**src/rtl/seq_div_unit.sv**
```systemverilog
// Multi-cycle restoring divider: one quotient bit per cycle, RISC-V DIV/DIVU/REM/REMU results,
// valid/ready handshake on both the issue and the result side.
module seq_div_unit #(
    parameter int unsigned WIDTH = 32,
    parameter int unsigned CNT_W = 6
) (
    input  logic             clk,
    input  logic             rst_n,
    input  logic             in_valid,
    output logic             in_ready,
    input  logic [WIDTH-1:0] dividend,
    input  logic [WIDTH-1:0] divisor,
    input  logic             is_signed,
    output logic             out_valid,
    input  logic             out_ready,
    output logic [WIDTH-1:0] quotient,
    output logic [WIDTH-1:0] remainder,
    output logic             div_by_zero
);

    typedef enum logic [1:0] {IDLE, CALC, DONE} state_e;

    state_e             state_q, state_d;
    logic [WIDTH-1:0]   rem_q, rem_d;
    logic [WIDTH-1:0]   quo_q, quo_d;
    logic [WIDTH-1:0]   dvs_q, dvs_d;
    logic [CNT_W-1:0]   cnt_q, cnt_d;
    logic               qneg_q, qneg_d;
    logic               rneg_q, rneg_d;
    logic [WIDTH-1:0]   quotient_q, quotient_d;
    logic [WIDTH-1:0]   remainder_q, remainder_d;
    logic               dbz_q, dbz_d;

    logic [WIDTH-1:0]   dvd_abs, dvs_abs;
    logic [WIDTH:0]     rem_sh;
    logic               borrow;
    logic [WIDTH-1:0]   rem_nxt, quo_nxt;

    always_comb begin
        dvd_abs = (is_signed && dividend[WIDTH-1]) ? -dividend : dividend;
        dvs_abs = (is_signed && divisor[WIDTH-1])  ? -divisor  : divisor;

        // Shifted partial remainder kept one bit wider so divisors above 2^(WIDTH-1) still
        // compare correctly; whichever value is kept is below the divisor and fits WIDTH bits.
        rem_sh  = {rem_q, quo_q[WIDTH-1]};
        borrow  = rem_sh < {1'b0, dvs_q};
        rem_nxt = borrow ? rem_sh[WIDTH-1:0] : (rem_sh[WIDTH-1:0] - dvs_q);
        quo_nxt = {quo_q[WIDTH-2:0], ~borrow};

        state_d     = state_q;
        rem_d       = rem_q;
        quo_d       = quo_q;
        dvs_d       = dvs_q;
        cnt_d       = cnt_q;
        qneg_d      = qneg_q;
        rneg_d      = rneg_q;
        quotient_d  = quotient_q;
        remainder_d = remainder_q;
        dbz_d       = dbz_q;

        unique case (state_q)
            IDLE: begin
                if (in_valid) begin
                    dvs_d  = dvs_abs;
                    qneg_d = is_signed & (dividend[WIDTH-1] ^ divisor[WIDTH-1]);
                    rneg_d = is_signed & dividend[WIDTH-1];
                    if (divisor == '0) begin
                        quotient_d  = '1;
                        remainder_d = dividend;
                        dbz_d       = 1'b1;
                        state_d     = DONE;
                    end else begin
                        rem_d   = '0;
                        quo_d   = dvd_abs;
                        cnt_d   = CNT_W'(WIDTH);
                        state_d = CALC;
                    end
                end
            end
            CALC: begin
                rem_d = rem_nxt;
                quo_d = quo_nxt;
                cnt_d = cnt_q - 1'b1;
                if (cnt_q == CNT_W'(1)) begin
                    quotient_d  = qneg_q ? -quo_nxt : quo_nxt;
                    remainder_d = rneg_q ? -rem_nxt : rem_nxt;
                    state_d     = DONE;
                end
            end
            DONE: begin
                if (out_ready) begin
                    dbz_d   = 1'b0;
                    state_d = IDLE;
                end
            end
            default: state_d = IDLE;
        endcase
    end

    always_ff @(posedge clk or negedge rst_n) begin
        if (!rst_n) begin
            state_q     <= IDLE;
            rem_q       <= '0;
            quo_q       <= '0;
            dvs_q       <= '0;
            cnt_q       <= '0;
            qneg_q      <= 1'b0;
            rneg_q      <= 1'b0;
            quotient_q  <= '0;
            remainder_q <= '0;
            dbz_q       <= 1'b0;
        end else begin
            state_q     <= state_d;
            rem_q       <= rem_d;
            quo_q       <= quo_d;
            dvs_q       <= dvs_d;
            cnt_q       <= cnt_d;
            qneg_q      <= qneg_d;
            rneg_q      <= rneg_d;
            quotient_q  <= quotient_d;
            remainder_q <= remainder_d;
            dbz_q       <= dbz_d;
        end
    end

    assign in_ready    = (state_q == IDLE);
    assign out_valid   = (state_q == DONE);
    assign quotient    = quotient_q;
    assign remainder   = remainder_q;
    assign div_by_zero = dbz_q;

endmodule

```
**config.mk**
```make
export PLATFORM = sky130hd
export DESIGN_NAME = seq_div_unit
export DESIGN_NICKNAME = d
export VERILOG_FILES = /design/src/rtl/seq_div_unit.sv
export SDC_FILE = /design/constraint.sdc
export NUM_CORES = 1
export LEC_CHECK = 0
export ABC_AREA = 1
export CORE_UTILIZATION = 50
export DETAILED_ROUTE_END_ITERATION = 8
export PLACE_DENSITY = 0.84
export SYNTH_ARGS = -nofsm -noshare
export SYNTH_HDL_FRONTEND = slang
export SYNTH_SLANG_ARGS = --single-unit
```
**constraint.sdc**
```tcl
create_clock -name clk -period 3.2 [get_ports clk]
set_input_delay 0.96 -clock clk [delete_from_list [all_inputs] [get_ports clk]]
set_output_delay 0.96 -clock clk [all_outputs]
set_load 0.05 [all_outputs]
```
==> results of run 1 <==
## final timing paths
| path | startpoint | end | cells past startpoint |
|---|---|---|---|
| min in group clk | remainder[16] | remainder[16] | 2 |
| max in group asynchronous | rst_n | remainder[15] | 2 |
| min reg2reg | remainder[16] | remainder[16] | 2 |
| max reg2reg | rem_q[7] | quotient[22] | 25 |
| max | rem_q[7] | quotient[22] | 25 |
| min | rst_n | quotient[1] | 1 |
## metal layers
layer	part of all wire, %	track usage [%]	vias up
met5	0	0	-
met4	5.5	16.3	0
met3	7.6	3.94	234
met2	47	55.6	888
met1	40	44.7	7519
li1	-	-	7421
## worst max-delay path, stage by stage (launching register included)
cell and delay [ns]:
dfrtp_2 0.45, ha_4 0.25, nand2_4 0.09, inv_2 0.04
nand2_1 0.08, nand2_2 0.07, inv_2 0.06, nand3_2 0.10
nand2_2 0.11, nand2_4 0.06, nand2_4 0.09, nand2_8 0.07
inv_8 0.06, ha_4 0.13, nand3_4 0.09, nor3_4 0.24
nand3_2 0.14, nor3_4 0.23, nand2_2 0.11, inv_4 0.10
nand2_4 0.06, inv_4 0.09, a41oi_4 0.14, buf_6 0.17
xor2_1 0.14, a21oi_1 0.15
## stage by stage
| stage | utilization, % | std cells | setup TNS (ns) | hold WS (ns) |
|---|---|---|---|---|
| global placement | 66.6 | 2749 | -23.12 | 0.464 |
| floorplan | - | 2069 | 0 | 0.453 |
| finish | 73.2 | 2811 | -2.33 | 0.436 |
| global route | 73.2 | 2811 | -8.19 | 0.476 |
| detailed placement | 66.6 | 2749 | -37.57 | 0.464 |
| CTS | 69.5 | 2792 | -0.0273 | 0.469 |
## area by class of cell
type,count,area share (%)
Inverter,296,5.94
Sequential cell,171,22.6
Timing Repair Buffer,448,20.7
Clock inverter,14,0.783
Multi-Input combinational cell,1529,45.5
Clock buffer,18,2.31
Tap cell,335,2.20
## sequential cells by signal, summed over array words and instances (netlist names)
name,cells
state_q,2
quo_q,32
dvs_q,32
qneg_q,1
quotient,32
remainder,32
cnt_q,6
rneg_q,1
div_by_zero,1
rem_q,32
## cells by family (layout without fill, tap and decap cells)
group	count (synthesis)	after routing	synth area share (%)
AOI/OAI and AO/OA	321	321	13.7
and+or+nand+nor	1112	1112	35.7
buffers and inverters	369	776	10.8
xor gates and xnor gates	57	57	3.77
adders and majority gates	39	39	3.74
DFF	171	171	32.3
## Yosys cell counts (4+ instances only)
library cell    n
o21ai_0       168
buf_1           8
a32o_1          4
nand4_1        27
a31oi_1        19
ha_1           38
inv_2           6
clkbuf_1       55
clkinv_1        4
nor2_1        204
dfrtp_1       171
o221ai_1       15
nand2_2        16
a21oi_1        69
o22ai_1         4
xnor2_1        11
o21ai_1         9
o211ai_1       11
nor3_1         34
or2_2           9
and2_1          4
nand3_1       146
xor2_1         46
nor4_1         11
buf_2           5
nor2_2          9
inv_1         286
nand2_1       633
o31ai_1         6
## timing repair
item	CTS	global route
cloned	1	2
endpoints found under the setup margin	28	67
pin swaps	15	62
resized for setup	28	227
buffers inserted	10	17
==> summary.md, run 1 <==
| Metric | Value |
|---|---|
| Status | `complete, but fails checks` |
| Failing checks | `DRC, setup timing` |
| CTS buffer count | `17` |
| Setup WS post-layout | `-0.225 ns` |
| Setup CP Type | `reg -> reg` |
| Largest net degree at the start of global routing | `68` |
| Post-synthesis cell area | `13200 um2` |
| Slew HR | `40.6%` |
| Fin crit share | `107%` |
| Ys async rst share | `100%` |
| Syn Inst Count | `2069` |
| Routed WL | `48.9 mm` |
| Port buffer count | `135` |
| Die ar. | `27100 um2` |
| First-pass GRT wire length | `72.4 mm` |
| Initial Util | `51.0%` |
| Unique masters post-synth | `57` |
| Initial antenna violation count | `1` |
| CTS tree | `built` |
| CTS Hold Buffers Added | `0` |
| RSZ-0062 raised after global routing | `yes` |
| Routed len/inst | `17.4 um` |
| Proportion of layout cells with a drive suffix above 1 | `25.0%` |
| Ys flop type | `dfrtp_1` |
| Data arrival time of the critical path | `3.81 ns` |
| Final Critical Period | `3.43 ns` |
| DIE WIDTH | `165 um` |
| Syn_nets | `2177` |
| Initial DRT Pass Iterations | `8` |
| Endpoints failing setup | `25` |
| Vias in the first global route | `14.8k` |
| Max Fclk | `0.292 GHz` |
| Vias per inst | `5.71` |
| Multi-input logic area | `8660 um2` |
| Largest cells by area after synthesis | `dfrtp_1 32%, nand2_1 18%, inv_1 8.1%` |
| Startpoint types | `flop` |
| Vias after detailed routing | `16.1k` |
| Initial DRC count | `1950` |
| Worst-case clock buffer depth | `2` |
| Commonest non-fill, non-tap cells in the layout | `566 x nand2_1, 294 x buf_4, 260 x inv_1, 169 x nor2_1, 162 x dfrtp_1` |
| Worst R2R Setup Slack | `-0.23 ns` |
| Final hold vios | `0` |
| RD Place Congestion | `0.975` |
| MaxCap Viol Count | `0` |
| Fillers | `1899` |
| Synth Register Bits | `171` |
| EDFF count, synth | `0` |
| Top-area cell type share of the netlist area | `32.3%` |
| Root buffer cell | `clkbuf_16` |
| Final ANT Viol Nets | `0` |
| Layout Skew | `0.0175 ns` |
| Slew @ Worst Pin | `0.890 ns` |
| Rows | `59` |
| Setup Slack @ Placement | `-0.525 ns` |
| H-tree Lvls | `4` |
| Syn Area/Cell | `6.40 um2` |
| IO Count | `136` |
| Final max-slew violation count | `0` |
| Die height | `165 um` |
| Critical Path RT | `3.58 ns` |
| Core area | `26000 um2` |
| HP Class | `in -> async` |
| HPWL Detailed | `34.3 mm` |
| Post-synthesis sequential area ratio | `32.3%` |
| Post-route DRC | `1` |
| Register area | `4290 um2` |
| CTS sink cnt | `171` |
| Area post-placement | `17300 um2` |
| Area Overhead vs Synth | `43.6%` |
| Post-route cell area | `19000 um2` |
| Clock-pin slew on the worst setup and hold paths | `0.08 ns` |
| All-Layer GR Usage | `34.0%` |
| Global route overflow | `0` |
| Critical path capture point type | `flop` |
| Crit-path max FO | `3` |
| N_diodes | `0` |
| YS warnings | `0` |
| Final layout net count | `2571` |
| Largest area contributor in the netlist | `dfrtp_1` |
| Most common cell after layout, fill and taps aside | `nand2_1` |
| Skew-Pair Late Insertion Delay | `0.46 ns` |
Power of run 1 is not shown: default switching activity piles up to over one toggle a cycle in this logic, so the estimate is an artifact.
==> run 2: changes to the inputs <==
--- a/config.mk
+++ b/config.mk
@@ -8,7 +8,8 @@
 export ABC_AREA = 1
 export CORE_UTILIZATION = 50
 export DETAILED_ROUTE_END_ITERATION = 8
-export PLACE_DENSITY = 0.84
+export DONT_BUFFER_PORTS = 1
+export PLACE_DENSITY = 0.78
 export SYNTH_ARGS = -nofsm -noshare
 export SYNTH_HDL_FRONTEND = slang
 export SYNTH_SLANG_ARGS = --single-unit
==> run 2 against run 1 <==
  * The run ends with setup timing left
  * Count of clock-buffer cells in the layout unchanged
  * Sequential cell count is the same
  * Utilization fell by 7.9 points
  * Register-to-register slack worse by 0.04 ns
  * Worst setup slack worse by 0.037 ns
  * Worst hold slack got worse by 0.23 ns
  * Global-route usage is 0.10 points lower
  * Sequential share of layout area increased by 2.7 points
  * Die area did not move
  * Clock skew down 0.0052 ns
  * Wire length down 5.5%
==> summary.md, run 2 (same netlist as run 1, synthesis figures left out) <==
| Metric | Value |
|---|---|
| Die height | `165 um (unchanged)` |
| First-pass GRT wire length | `71.2 mm (-1.6%)` |
| Initial antenna violation count | `3 (+2)` |
| IO Count | `136 (unchanged)` |
| Status | `complete, but fails checks` |
| DIE WIDTH | `165 um (unchanged)` |
| Slew HR | `46.7% (+6.1 points)` |
| Setup Slack @ Placement | `-0.420 ns (+0.105 ns)` |
| Commonest non-fill, non-tap cells in the layout | `582 x nand2_1, 263 x inv_1, 260 x buf_4, 176 x nor2_1, 168 x dfrtp_1` |
| CTS buffer count | `17 (unchanged)` |
| Max Fclk | `0.289 GHz (-1.1%)` |
| Clock-pin slew on the worst setup and hold paths | `0.08 ns (about the same)` |
| Layout Skew | `0.0123 ns (-0.00524 ns)` |
| Setup WS post-layout | `-0.262 ns (-0.0371 ns)` |
| RSZ-0062 raised after global routing | `yes` |
| Slew @ Worst Pin | `0.793 ns (-0.0962 ns)` |
| RR Startpoint | `dvs_q[4]` |
| CP max-delay cell | `dfrtp_1` |
| Worst-case clock buffer depth | `2 (unchanged)` |
| Vias per inst | `5.57 (-2.6%)` |
| Reg2reg path depth | `26 (+4.0%)` |
| Crit-path max FO | `4 (+1)` |
| MaxCap Viol Count | `0 (unchanged)` |
| Endpoints failing setup | `20 (-20%)` |
| Final hold vios | `0 (unchanged)` |
| CTS tree | `built` |
| Skew-Pair Late Insertion Delay | `0.44 ns (-0.02 ns)` |
| Post-route cell area | `17000 um2 (-11%)` |
| Fin crit share | `108% (+1.2 points)` |
| Critical Path RT | `3.53 ns (-0.05 ns)` |
| Reg2reg end | `quotient[26]` |
| CP max stage delay | `0.39 ns (-0.06 ns)` |
| Port buffer count | `0 (-100%)` |
| Most common cell after layout, fill and taps aside | `nand2_1` |
| Failing checks | `setup timing` |
| Rows | `59 (unchanged)` |
| Root buffer cell | `clkbuf_16` |
| Initial Util | `51.0% (unchanged)` |
| Final layout net count | `2398 (-6.7%)` |
| Worst R2R Setup Slack | `-0.26 ns (-0.04 ns)` |
| Area post-placement | `15600 um2 (-9.9%)` |
| Startpoint types | `flop` |
| HP Class | `in -> async` |
| Data arrival time of the critical path | `3.79 ns (-0.02 ns)` |
| All-Layer GR Usage | `33.9% (-0.10 points)` |
| Area Overhead vs Synth | `28.1%` |
| Die ar. | `27100 um2 (unchanged)` |
| H-tree Lvls | `4 (unchanged)` |
| Core area | `26000 um2 (unchanged)` |
| Initial DRT Pass Iterations | `8 (unchanged)` |
| Hold Slack | `0.211 ns (-0.225 ns)` |
| Largest net degree at the start of global routing | `172 (+150%)` |
| Vias after detailed routing | `14.7k (-8.5%)` |
| Final max-slew violation count | `0 (unchanged)` |
| Proportion of layout cells with a drive suffix above 1 | `22.6% (-2.3 points)` |
| Routed WL | `46.3 mm (-5.5%)` |
| Post-route DRC | `0 (-1)` |
| RD Place Congestion | `0.993 (+1.8%)` |
| Critical path's most frequent cell | `nand2_2` |
| Setup CP Type | `reg -> reg` |
| HPWL Detailed | `35.2 mm (+2.7%)` |
| Global route overflow | `0 (unchanged)` |
| Routed len/inst | `17.5 um (+0.66%)` |
| Final ANT Viol Nets | `0 (unchanged)` |
| Final Critical Period | `3.46 ns (+0.0371 ns)` |
| Critical path capture point type | `flop` |
| Vias in the first global route | `13.7k (-7.5%)` |
| CTS sink cnt | `171 (unchanged)` |
| Initial DRC count | `1627 (-17%)` |
| CTS Hold Buffers Added | `0 (unchanged)` |
## run 2: cell count changes in the layout (fill, tap and decap cells not counted), moves of 8 or more
cell,previous run,this run
buf_4,294,260
clkdlybuf4s50_1,133,0
nand2_1,566,582
nand2_2,67,58
nand3_1,122,132
nand3_2,20,12
## run 2: layout make-up
| type | instances | area, um2 |
|---|---|---|
| Antenna cell | 2 | 5.00 |
| Clock buffer | 18 | 429 |
| Clock inverter | 14 | 148 |
| Fill cell | 2284 | 9010 |
| Inverter | 296 | 1120 |
| Multi-Input combinational cell | 1529 | 8380 |
| Sequential cell | 171 | 4280 |
| Tap cell | 335 | 419 |
| Timing Repair Buffer | 275 | 2190 |
## run 2: repair_timing
item	in CTS	in global routing
resized for setup	36	146
buffers inserted	5	28
endpoints found under the setup margin	25	38
pin swaps	12	26
## run 2: how the worst max path moves through the flow
| stage | from | endpoint | slack, ns | cells past startpoint |
|---|---|---|---|---|
| floorplan | rem_q[5] | quotient[26] | 0.0002 | 25 |
| global placement | dvs_q[3] | quotient[26] | -0.19 | 26 |
| detailed placement | dvs_q[28] | quotient[26] | -0.42 | 22 |
| CTS | dvs_q[26] | quotient[26] | -0.03 | 22 |
| global route | dvs_q[4] | quotient[24] | -0.46 | 26 |
| finish | dvs_q[4] | quotient[26] | -0.26 | 26 |
## run 2: per-stage QoR
| step | cells | setup TNS (ns) | util [%] |
|---|---|---|---|
| floorplan | 2069 | 0 | - |
| global placement | 2573 | -2.20 | 60.0 |
| detailed placement | 2573 | -4.21 | 60.0 |
| CTS | 2610 | -0.0366 | 62.7 |
| global route | 2638 | -6.47 | 65.3 |
| finish | 2640 | -1.73 | 65.3 |
## run 2: routing by layer
layer	vias to the layer above	global-route usage, %	part of all wire, %
met5	-	0	0.037
met3	109	5.63	8.6
met2	670	53.7	46
met4	2	13.0	3.4
li1	7077	-	-
met1	6835	46.1	42
## run 2: worst max-delay path: cells and delay by family, from the launching register on
kind | cells | cell delay [ns]
and+or+nand+nor | 15 | 1.58
buffers and inverters | 5 | 0.38
AOI/OAI and AO/OA | 3 | 0.43
DFF | 1 | 0.39
xor gates and xnor gates | 1 | 0.21
adders and majority gates | 2 | 0.36
Power of run 2 is left out for the same reason.
